<file path="src/rtl/uart_tx_sched_if.sv">
// Requester/transmitter bundle shared between the UART scheduler and its environment.
// Latency: none (wires only).
// Backpressure: requesters hold req_valid/req_data until req_ready; tx_busy stalls launches.
interface uart_tx_sched_if #(
   parameter int N_REQ = 4
);
   logic [N_REQ-1:0]   req_valid;
   logic [8*N_REQ-1:0] req_data;
   logic [N_REQ-1:0]   req_psel;
   logic [N_REQ-1:0]   req_ready;
   logic [N_REQ-1:0]   grant;
   logic               tx_start;
   logic [7:0]         tx_data;
   logic               tx_psel;
   logic               tx_busy;
   logic               tx_done;
   logic               err_timeout;

   // Scheduler side
   modport master (
      input  req_valid, req_data, req_psel, tx_busy, tx_done,
      output req_ready, grant, tx_start, tx_data, tx_psel, err_timeout
   );

   // Requesters plus transmitter side
   modport slave (
      output req_valid, req_data, req_psel, tx_busy, tx_done,
      input  req_ready, grant, tx_start, tx_data, tx_psel, err_timeout
   );
endinterface

</file>
<file path="src/rtl/uart_tx_sched.sv">
// Round-robin arbiter sharing one UART transmitter among N_REQ byte producers, bursts up to BURST.
// Latency: grant 1 cycle after req_valid in IDLE, tx_start/req_ready 1 cycle after that.
// Backpressure: stalls in SEND while tx_busy; a watchdog releases the grant if tx_done never comes.
module uart_tx_sched #(
   parameter int N_REQ   = 4,
   parameter int BURST   = 4,
   parameter int TIMEOUT = 50000
) (
   input  logic            clk,
   input  logic            rst,
   uart_tx_sched_if.master bus
);
   localparam int IDX_W = (N_REQ > 1) ? $clog2(N_REQ) : 1;

   typedef enum logic [1:0] {
      IDLE      = 2'd0,
      SEND      = 2'd1,
      WAIT_DONE = 2'd2
   } state_t;

   state_t           state;
   logic [IDX_W-1:0] rr_ptr;
   logic [IDX_W-1:0] owner;
   logic [3:0]       burst_cnt;
   logic [15:0]      wd_cnt;

   logic [N_REQ-1:0] req_ready;
   logic [N_REQ-1:0] grant;
   logic             tx_start;
   logic [7:0]       tx_data;
   logic             tx_psel;
   logic             err_timeout;

   logic             win_found;
   logic [IDX_W-1:0] win_idx;
   logic [IDX_W-1:0] next_ptr;
   logic             owner_valid;
   logic [7:0]       owner_data;

   assign bus.req_ready   = req_ready;
   assign bus.grant       = grant;
   assign bus.tx_start    = tx_start;
   assign bus.tx_data     = tx_data;
   assign bus.tx_psel     = tx_psel;
   assign bus.err_timeout = err_timeout;

   assign owner_valid = bus.req_valid[owner];
   assign owner_data  = bus.req_data[{owner, 3'b000} +: 8];
   assign next_ptr    = (owner == IDX_W'(N_REQ - 1)) ? '0 : owner + IDX_W'(1);

   // Pick the first valid requester at or after rr_ptr, wrapping modulo N_REQ
   always_comb begin
      int               j;
      logic [IDX_W-1:0] jj;
      win_found = 1'b0;
      win_idx   = '0;
      j         = 0;
      jj        = '0;
      // Scan from the far end so the closest candidate to rr_ptr is the last one written
      for (int k = N_REQ - 1; k >= 0; k--) begin
         j = int'(rr_ptr) + k;
         if (j >= N_REQ) begin
            j = j - N_REQ;
         end
         jj = IDX_W'(j);
         if (bus.req_valid[jj]) begin
            win_found = 1'b1;
            win_idx   = jj;
         end
      end
   end

   // Scheduler FSM: grant, launch one frame per byte, wait for done or watchdog, release
   always_ff @(posedge clk) begin
      if (rst) begin
         state       <= IDLE;
         rr_ptr      <= '0;
         owner       <= '0;
         burst_cnt   <= '0;
         wd_cnt      <= '0;
         req_ready   <= '0;
         grant       <= '0;
         tx_start    <= 1'b0;
         tx_data     <= '0;
         tx_psel     <= 1'b0;
         err_timeout <= 1'b0;
      end else begin
         tx_start    <= 1'b0;
         req_ready   <= '0;
         err_timeout <= 1'b0;
         case (state)
            IDLE: begin
               if (win_found) begin
                  grant   <= N_REQ'(1) << win_idx;
                  owner   <= win_idx;
                  tx_psel <= bus.req_psel[win_idx];
                  state   <= SEND;
               end
            end
            SEND: begin
               if (!owner_valid) begin
                  grant     <= '0;
                  burst_cnt <= '0;
                  rr_ptr    <= next_ptr;
                  state     <= IDLE;
               end else if (!bus.tx_busy) begin
                  tx_data          <= owner_data;
                  tx_start         <= 1'b1;
                  req_ready[owner] <= 1'b1;
                  burst_cnt        <= burst_cnt + 4'd1;
                  wd_cnt           <= '0;
                  state            <= WAIT_DONE;
               end
            end
            WAIT_DONE: begin
               if (bus.tx_done) begin
                  if (burst_cnt < 4'(BURST)) begin
                     state <= SEND;
                  end else begin
                     grant     <= '0;
                     burst_cnt <= '0;
                     rr_ptr    <= next_ptr;
                     state     <= IDLE;
                  end
               end else if (wd_cnt == 16'(TIMEOUT - 1)) begin
                  // Frame never finished: flag it and hand the line to the next requester
                  err_timeout <= 1'b1;
                  grant       <= '0;
                  burst_cnt   <= '0;
                  rr_ptr      <= next_ptr;
                  state       <= IDLE;
               end else begin
                  wd_cnt <= wd_cnt + 16'd1;
               end
            end
            default: begin
               state <= IDLE;
            end
         endcase
      end
   end
endmodule

</file>
<file path="src/flat_wrapper.sv">
// flat-port wrapper written by rule: the top's interface ports become plain ports
module uart_tx_sched_flat 
#(
   parameter int N_REQ   = 4,
   parameter int BURST   = 4,
   parameter int TIMEOUT = 50000
)
  (clk, rst, bus_req_valid, bus_req_data, bus_req_psel, bus_tx_busy, bus_tx_done, bus_req_ready, bus_grant, bus_tx_start, bus_tx_data, bus_tx_psel, bus_err_timeout);
  uart_tx_sched_if #(.N_REQ(N_REQ)) bus_i ();
  input  logic clk;
  input  logic rst;
  input wire logic [$bits(bus_i.req_valid)-1:0] bus_req_valid;
  input wire logic [$bits(bus_i.req_data)-1:0] bus_req_data;
  input wire logic [$bits(bus_i.req_psel)-1:0] bus_req_psel;
  input wire logic [$bits(bus_i.tx_busy)-1:0] bus_tx_busy;
  input wire logic [$bits(bus_i.tx_done)-1:0] bus_tx_done;
  output wire logic [$bits(bus_i.req_ready)-1:0] bus_req_ready;
  output wire logic [$bits(bus_i.grant)-1:0] bus_grant;
  output wire logic [$bits(bus_i.tx_start)-1:0] bus_tx_start;
  output wire logic [$bits(bus_i.tx_data)-1:0] bus_tx_data;
  output wire logic [$bits(bus_i.tx_psel)-1:0] bus_tx_psel;
  output wire logic [$bits(bus_i.err_timeout)-1:0] bus_err_timeout;
  assign bus_i.req_valid = bus_req_valid;
  assign bus_i.req_data = bus_req_data;
  assign bus_i.req_psel = bus_req_psel;
  assign bus_i.tx_busy = bus_tx_busy;
  assign bus_i.tx_done = bus_tx_done;
  assign bus_req_ready = bus_i.req_ready;
  assign bus_grant = bus_i.grant;
  assign bus_tx_start = bus_i.tx_start;
  assign bus_tx_data = bus_i.tx_data;
  assign bus_tx_psel = bus_i.tx_psel;
  assign bus_err_timeout = bus_i.err_timeout;
  uart_tx_sched #(.N_REQ(N_REQ), .BURST(BURST), .TIMEOUT(TIMEOUT)) u_core (.clk(clk), .rst(rst), .bus(bus_i));
endmodule
</file>
<file path="config.mk">
export PLATFORM = sky130hd
export DESIGN_NAME = uart_tx_sched_flat
export DESIGN_NICKNAME = d
export VERILOG_FILES = /design/src/rtl/uart_tx_sched_if.sv /design/src/rtl/uart_tx_sched.sv /design/src/flat_wrapper.sv
export SDC_FILE = /design/constraint.sdc
export NUM_CORES = 1
export LEC_CHECK = 0
export CAP_MARGIN = 20
export CORE_UTILIZATION = 49
export DETAILED_ROUTE_END_ITERATION = 12
export PLACE_DENSITY_LB_ADDON = 0.05
export SYNTH_ARGS = -nofsm -noshare
export SYNTH_HDL_FRONTEND = slang
export SYNTH_SLANG_ARGS = --single-unit
</file>
<file path="constraint.sdc">
create_clock -name clk -period 3.2 [get_ports clk]
set_clock_uncertainty 0.05 [all_clocks]
set_input_delay 0.48 -clock clk [delete_from_list [all_inputs] [get_ports clk]]
set_output_delay 0.48 -clock clk [all_outputs]
set_load 0.1 [all_outputs]
</file>
==> results of run 1 <==
[layer usage]
metal,global-route usage,part of all wire
met1,0.308,0.48
met2,0.345,0.45
met3,0.0407,0.059
met4,0.0705,0.012
met5,0,0
[power by group through the flow]
| stage | sequential [uW] | combinational, uW | clock [uW] |
|---|---|---|---|
| 3_5_place_dp | 633 | 456 | 0 |
| 2_1_floorplan | 728 | 235 | 0 |
| 3_3_place_gp | 632 | 450 | 0 |
| 6_report | 621 | 456 | 348 |
| 5_1_grt | 624 | 490 | 375 |
| 4_1_cts | 620 | 457 | 352 |
[worst max-delay path, stage by stage (launching register included)]
cell and delay, ns:
dfxtp_1 0.41, inv_1 0.08, ha_1 0.46, or3b_4 0.43, o221ai_4 0.27, nand2_2 0.23
or4_1 0.52, a21oi_1 0.15
[cell families after synthesis]
kind of cell / Yosys count / synth area share
simple gates: 121 / 0.268
compound gates: 56 / 0.149
flops: 45 / 0.353
buf+inv: 21 / 0.0368
mux: 21 / 0.127
fa+ha+maj: 10 / 0.0490
xor+xnor: 5 / 0.0172
[final timing paths]
kind | depth (start not counted) | slack [ns] | end | start
hold reg to reg | 2 | 0.41 | u_core.bus.tx_data[5]$_SDFFE_PP0P_ | u_core.bus.tx_data[5]$_SDFFE_PP0P_
hold / removal | 2 | 0.41 | u_core.bus.tx_data[5]$_SDFFE_PP0P_ | u_core.bus.tx_data[5]$_SDFFE_PP0P_
setup / recovery | 7 | 0.53 | u_core.wd_cnt[10]$_SDFFE_PP0P_ | u_core.state[0]$_SDFFE_PP0P_
setup reg to reg | 7 | 0.53 | u_core.wd_cnt[10]$_SDFFE_PP0P_ | u_core.state[0]$_SDFFE_PP0P_
[stage by stage]
step | std cells | instance area (sq um) | total power [uW] | setup WS [ns]
after floorplan | 279 | 2550 | 962 | 0.889
after global placement | 400 | 3180 | 1080 | 0.547
after detailed placement | 400 | 3180 | 1090 | 0.491
after CTS | 408 | 3260 | 1430 | 0.554
after global routing | 408 | 3260 | 1490 | 0.340
final | 408 | 3260 | 1420 | 0.534
[flip-flops by register name, summed over array words and instances, names as in the netlist, 2 cells and up]
register and flops:
u_core.rr_ptr 2, u_core.wd_cnt 16, u_core.bus.grant 4, u_core.state 2, u_core.bus.req_ready 4, u_core.owner 2, u_core.bus.tx_data 8, u_core.burst_cnt 4
[area by class of cell]
type / count / area [sq um]
Inverter: 10 / 37.5
Fill cell: 430 / 1620
Clock inverter: 1 / 7.51
Tap cell: 67 / 83.8
Multi-Input combinational cell: 213 / 1560
Sequential cell: 45 / 901
Clock buffer: 7 / 76.3
Timing Repair Buffer: 65 / 601
[cell usage in the layout (no fill, tap or decap), types with 11 or more instances in the layout]
cell type        count
clkdlybuf4s50_1     45
dfxtp_1             45
nand2_1             29
a21oi_1             27
buf_4               20
nor2_1              15
mux2i_1             11
nand2b_1            11
nand3_1             11
[cells in the mapped netlist (7+ instances only)]
master / number / share of area
a21oi_1: 27 / 0.053
and2_1: 7 / 0.017
clkbuf_1: 7 / 0.010
dfxtp_1: 45 / 0.35
ha_1: 10 / 0.049
inv_1: 10 / 0.015
mux2i_1: 11 / 0.043
mux4_2: 9 / 0.079
nand2_1: 29 / 0.043
nand2b_1: 11 / 0.027
nand3_1: 11 / 0.022
nor2_1: 15 / 0.022
or4_1: 8 / 0.024
==> flow_summary_export.csv, run 1 <==
group,metric,value,unit
clock_network,clkSlewWorstSetupHoldPaths,0.09,ns
timing,slew-limit-headroom,0.351,
detailed_routing,wire_per_inst,14.6,um
placement,hpwlAfterDp,4520,um
floorplan,num_io_pins,63,
setup_path,endpoint_kind,"register",
power_and_ir_drop,switching_power,495,uW
grt,grt_pass1_wl,9350,um
yosys,synth_edf_count,0,
cells_and_area,area_delta_synth_final,27.9,%
grt,grt_use_total,0.221,
setup_path,cp_data_required_time,3.38,ns
detailed_routing,drt_iter0_markers,127,
timing,rsz0062_at_grt,"false",
clock_network,hold_buffers,0,
power_and_ir_drop,switching_share,0.348,
grt,antenna_found_initial,0,
floorplan,die_area,0.00550,sq mm
timing,fmax,375,MHz
clock_network,cts_tree,"done",
power_and_ir_drop,power.internal,929,uW
setup_path,cp_max_fo,14,
detailed_routing,vias,2314,
power_and_ir_drop,power_frac_seq,0.436,
floorplan,initial_core_util,0.523,
clock_network,cts_max_path_buffers,2,
yosys,ys_seq_elements,45,
power_and_ir_drop,leakagePower,0.00116,uW
power_and_ir_drop,ir_drop,0.400,mV
floorplan,row_count,25,
setup_path,critical_path_class,"register to register",
clock_network,cts_buffers,5,
floorplan,die-height,74.2,um
detailed_routing,drt-total-wl,5950,um
grt,grt_pass1_vias,2024,
yosys,yosys_warnings,0,
power_and_ir_drop,p_clk_frac,0.244,
timing,hold_violations,0,
timing,timing.final.crit_share,0.833,
floorplan,die_w,74.2,um
placement,numPortBuffers,62,
timing,worst_pin_slew,0.970,ns
yosys,synth.avg_cell_area,9.15,sq um
min_path,hp-class,"register to register",
power_and_ir_drop,power_frac_comb,0.320,
detailed_routing,post-route-drc-count,0,
power_and_ir_drop,power_density,436,mW/mm^2
yosys,yosysUniqueCellTypes,52,
grt,grt_max_degree,24,
yosys,async_flop_share,0,
detailed_routing,vias_per_cell,5.67,
placement,gp_congestion,0.872,
setup_path,arrival,2.85,ns
timing,finalSetupViolCount,0,
cells_and_area,antenna_cells,0,
timing,fin_setup_tns,0,ns
clock_network,cts_root_buffer,"clkbuf_8",
yosys,synth_cells,279,
outcome,status,"completed",
flow_run,maxCapViolations,0,
clock_network,clkSinkCount,45,
cells_and_area,drive_gt1_frac,0.126,
cells_and_area,nNetsFinal,394,
yosys,synth_area,0.00255,sq mm
timing,holdWs,0.411,ns
detailed_routing,postRouteAntennaNets,0,
detailed_routing,first_pass_iters,4,
clock_network,postCtsSetupBuffers,0,
setup_path,critPathLaunchType,"register",
yosys,yosysSeqAreaShare,0.353,
clock_network,cts-htree-levels,2,
timing,slew_viol_final,0,
cells_and_area,postLayoutCoreUtil,0.669,
yosys,ys.flop_type,"dfxtp_1",
floorplan,core_area,0.00488,sq mm
clock_network,clock_latency,0.30,ns
grt,overflow,0,
clock_network,cts_resized,0,
yosys,syn_nets,333,
timing,period_needed,2.67,ns
No activity file was read; power rests on OpenSTA's default activity.
==> run 2: changes to the inputs <==
clock period = 2.5 ns   (was 3.2 ns; I/O delays follow)
==> flow_summary_export.csv, run 2 (synthesis results as in run 1) <==
group,metric,value,unit
outcome,status,"completed",
setup_path,endpoint_kind,"register",
timing,fin_setup_tns,0,ns
min_path,whs_path_depth,2,
cells_and_area,antenna_cells,0,
flow_run,maxCapViolations,0,
detailed_routing,vias_per_cell,5.59,
clock_network,clkSinkCount,45,
setup_path,arrival,2.56,ns
setup_path,cp_max_fo,5,
floorplan,die-height,74.2,um
timing,finalSetupViolCount,0,
setup_path,startpoint,"u_core.state[0]$_SDFFE_PP0P_",
floorplan,core_area,0.00488,sq mm
setup_path,reg2reg_slack,0.12,ns
setup_path,r2r_start,"u_core.state[0]$_SDFFE_PP0P_",
grt,grt_use_total,0.228,
placement,gp_congestion,0.833,
detailed_routing,wire_per_inst,14.5,um
clock_network,cts_buffers,5,
cells_and_area,final-instance-count-excl-fill,422,
detailed_routing,post-route-drc-count,0,
setup_path,r2r_end,"u_core.wd_cnt[15]$_SDFFE_PP0P_",
timing,timing.final.crit_share,0.951,
setup_path,critical-path-slowest-cell,"or4_1",
cells_and_area,layout_common_cells,"dfxtp_1 (45), clkdlybuf4s50_1 (43), buf_4 (37), nand2_1 (29), a21oi_1 (27)",
placement,hpwlAfterDp,4680,um
power_and_ir_drop,power_density,557,mW/mm^2
timing,worst_pin_slew,0.593,ns
cells_and_area,area_delta_synth_final,32.5,%
cells_and_area,reg_top3,"u_core.wd_cnt (16), u_core.bus.tx_data (8)",
setup_path,reg2reg_depth,7,
clock_network,cts-htree-levels,2,
setup_path,path_delay_family,"simple AND/OR/NAND/NOR gates",
timing,period_needed,2.38,ns
setup_path,critPathLaunchType,"register",
detailed_routing,vias,2360,
timing,rsz0062_at_grt,"false",
setup_path,worst-path-buf-inv,1,
cells_and_area,top_register,"u_core.wd_cnt",
setup_path,critical_path_class,"register to register",
timing,slew-limit-headroom,0.603,
detailed_routing,first_pass_iters,5,
power_and_ir_drop,leakagePower,0.00125,uW
grt,antenna_found_initial,0,
floorplan,num_io_pins,63,
cells_and_area,nNetsFinal,409,
grt,grt_pass1_wl,9690,um
floorplan,die_w,74.2,um
placement,dpl.cell_count,415,
clock_network,cts_max_path_buffers,2,
floorplan,initial_core_util,0.523,
min_path,hp-class,"register to register",
grt,overflow,0,
cells_and_area,largest_reg_flops,16,
setup_path,cp_data_required_time,2.69,ns
cells_and_area,drive_gt1_frac,0.172,
clock_network,cts_tree,"done",
floorplan,row_count,25,
setup_path,cp_cell_sequence,"inv_1 > ha_1 > or3b_4 > o221ai_4 > nand4_1 > or4_1 > a21oi_1",
setup_path,max_stage_delay,0.46,ns
clock_network,clkSlewWorstSetupHoldPaths,0.08,ns
floorplan,die_area,0.00550,sq mm
placement,numPortBuffers,62,
min_path,hold_end,"u_core.bus.tx_data[3]$_SDFFE_PP0P_",
detailed_routing,drt-total-wl,6120,um
timing,hold_violations,0,
power_and_ir_drop,ir_drop,0.364,mV
timing,slew_viol_final,0,
timing,fmax,421,MHz
cells_and_area,mostFrequentLayoutCell,"dfxtp_1",
min_path,hold_path_startpoint,"u_core.bus.tx_data[3]$_SDFFE_PP0P_",
clock_network,clock_latency,0.30,ns
detailed_routing,drt_iter0_markers,110,
grt,grt_max_degree,17,
detailed_routing,postRouteAntennaNets,0,
cells_and_area,nFillCells,424,
clock_network,cts_root_buffer,"clkbuf_8",
grt,grt_pass1_vias,2139,
-- run 2: cell count changes in the layout (fill, tap and decap cells not counted), sizes merged --
| cell | change |
|---|---|
| buf | +17 |
| clkbuf | -1 |
| clkdlybuf4s50 | -2 |
-- run 2: area by class of cell --
type | instances | area [sq um] | area share
Clock buffer | 6 | 82.6 | 0.0244
Clock inverter | 1 | 7.51 | 0.00222
Inverter | 10 | 37.5 | 0.0111
Multi-Input combinational cell | 213 | 1560 | 0.462
Sequential cell | 45 | 901 | 0.266
Tap cell | 67 | 83.8 | 0.0248
Timing Repair Buffer | 80 | 708 | 0.209
-- run 2: report_power, final --
group / switching [uW] / internal [uW]
Clock: 246 / 219
Sequential: 29.6 / 755
Combinational: 368 / 267
-- run 2: worst max path at each step --
| stage | endpoint | cells past startpoint |
|---|---|---|
| floorplan | u_core.wd_cnt[4]$_SDFFE_PP0P_ | 9 |
| global placement | u_core.wd_cnt[10]$_SDFFE_PP0P_ | 6 |
| global route | u_core.wd_cnt[15]$_SDFFE_PP0P_ | 7 |
| detailed placement | u_core.burst_cnt[0]$_SDFFE_PP0P_ | 6 |
| finish | u_core.wd_cnt[15]$_SDFFE_PP0P_ | 7 |
| CTS | u_core.wd_cnt[14]$_SDFFE_PP0P_ | 7 |
-- run 2: worst register-to-register path: stages, from the launching register on --
cell and delay (ns):
dfxtp_1 0.38, inv_1 0.08, ha_1 0.31, or3b_4 0.40
o221ai_4 0.25, nand4_1 0.24, or4_1 0.46, a21oi_1 0.15
-- run 2: stage by stage --
step | instance area [sq um] | setup slack (ns) | hold WS [ns] | total power [uW] | util
4_1_cts | 3380 | 0.139 | 0.411 | 1890 | 0.692
6_report | 3380 | 0.122 | 0.412 | 1880 | 0.693
3_3_place_gp | 3290 | 0.133 | 0.394 | 1420 | 0.674
3_5_place_dp | 3290 | 0.107 | 0.400 | 1430 | 0.674
2_1_floorplan | 2550 | 0.189 | 0.399 | 1230 | -
5_1_grt | 3380 | 0.0216 | 0.437 | 1970 | 0.693
-- run 2: what timing repair did --
item	in CTS	in global routing
resized for setup	0	1
setup buffers	0	0
hold buffers	0	0
endpoints found under the setup margin	0	2
-- run 2: metal layers --
layer,wire length [um],GRT usage,share of wire
met1,2730,0.291,0.45
met2,2870,0.392,0.47
met3,440,0.0447,0.072
met4,77,0.0662,0.013
met5,0,0,0
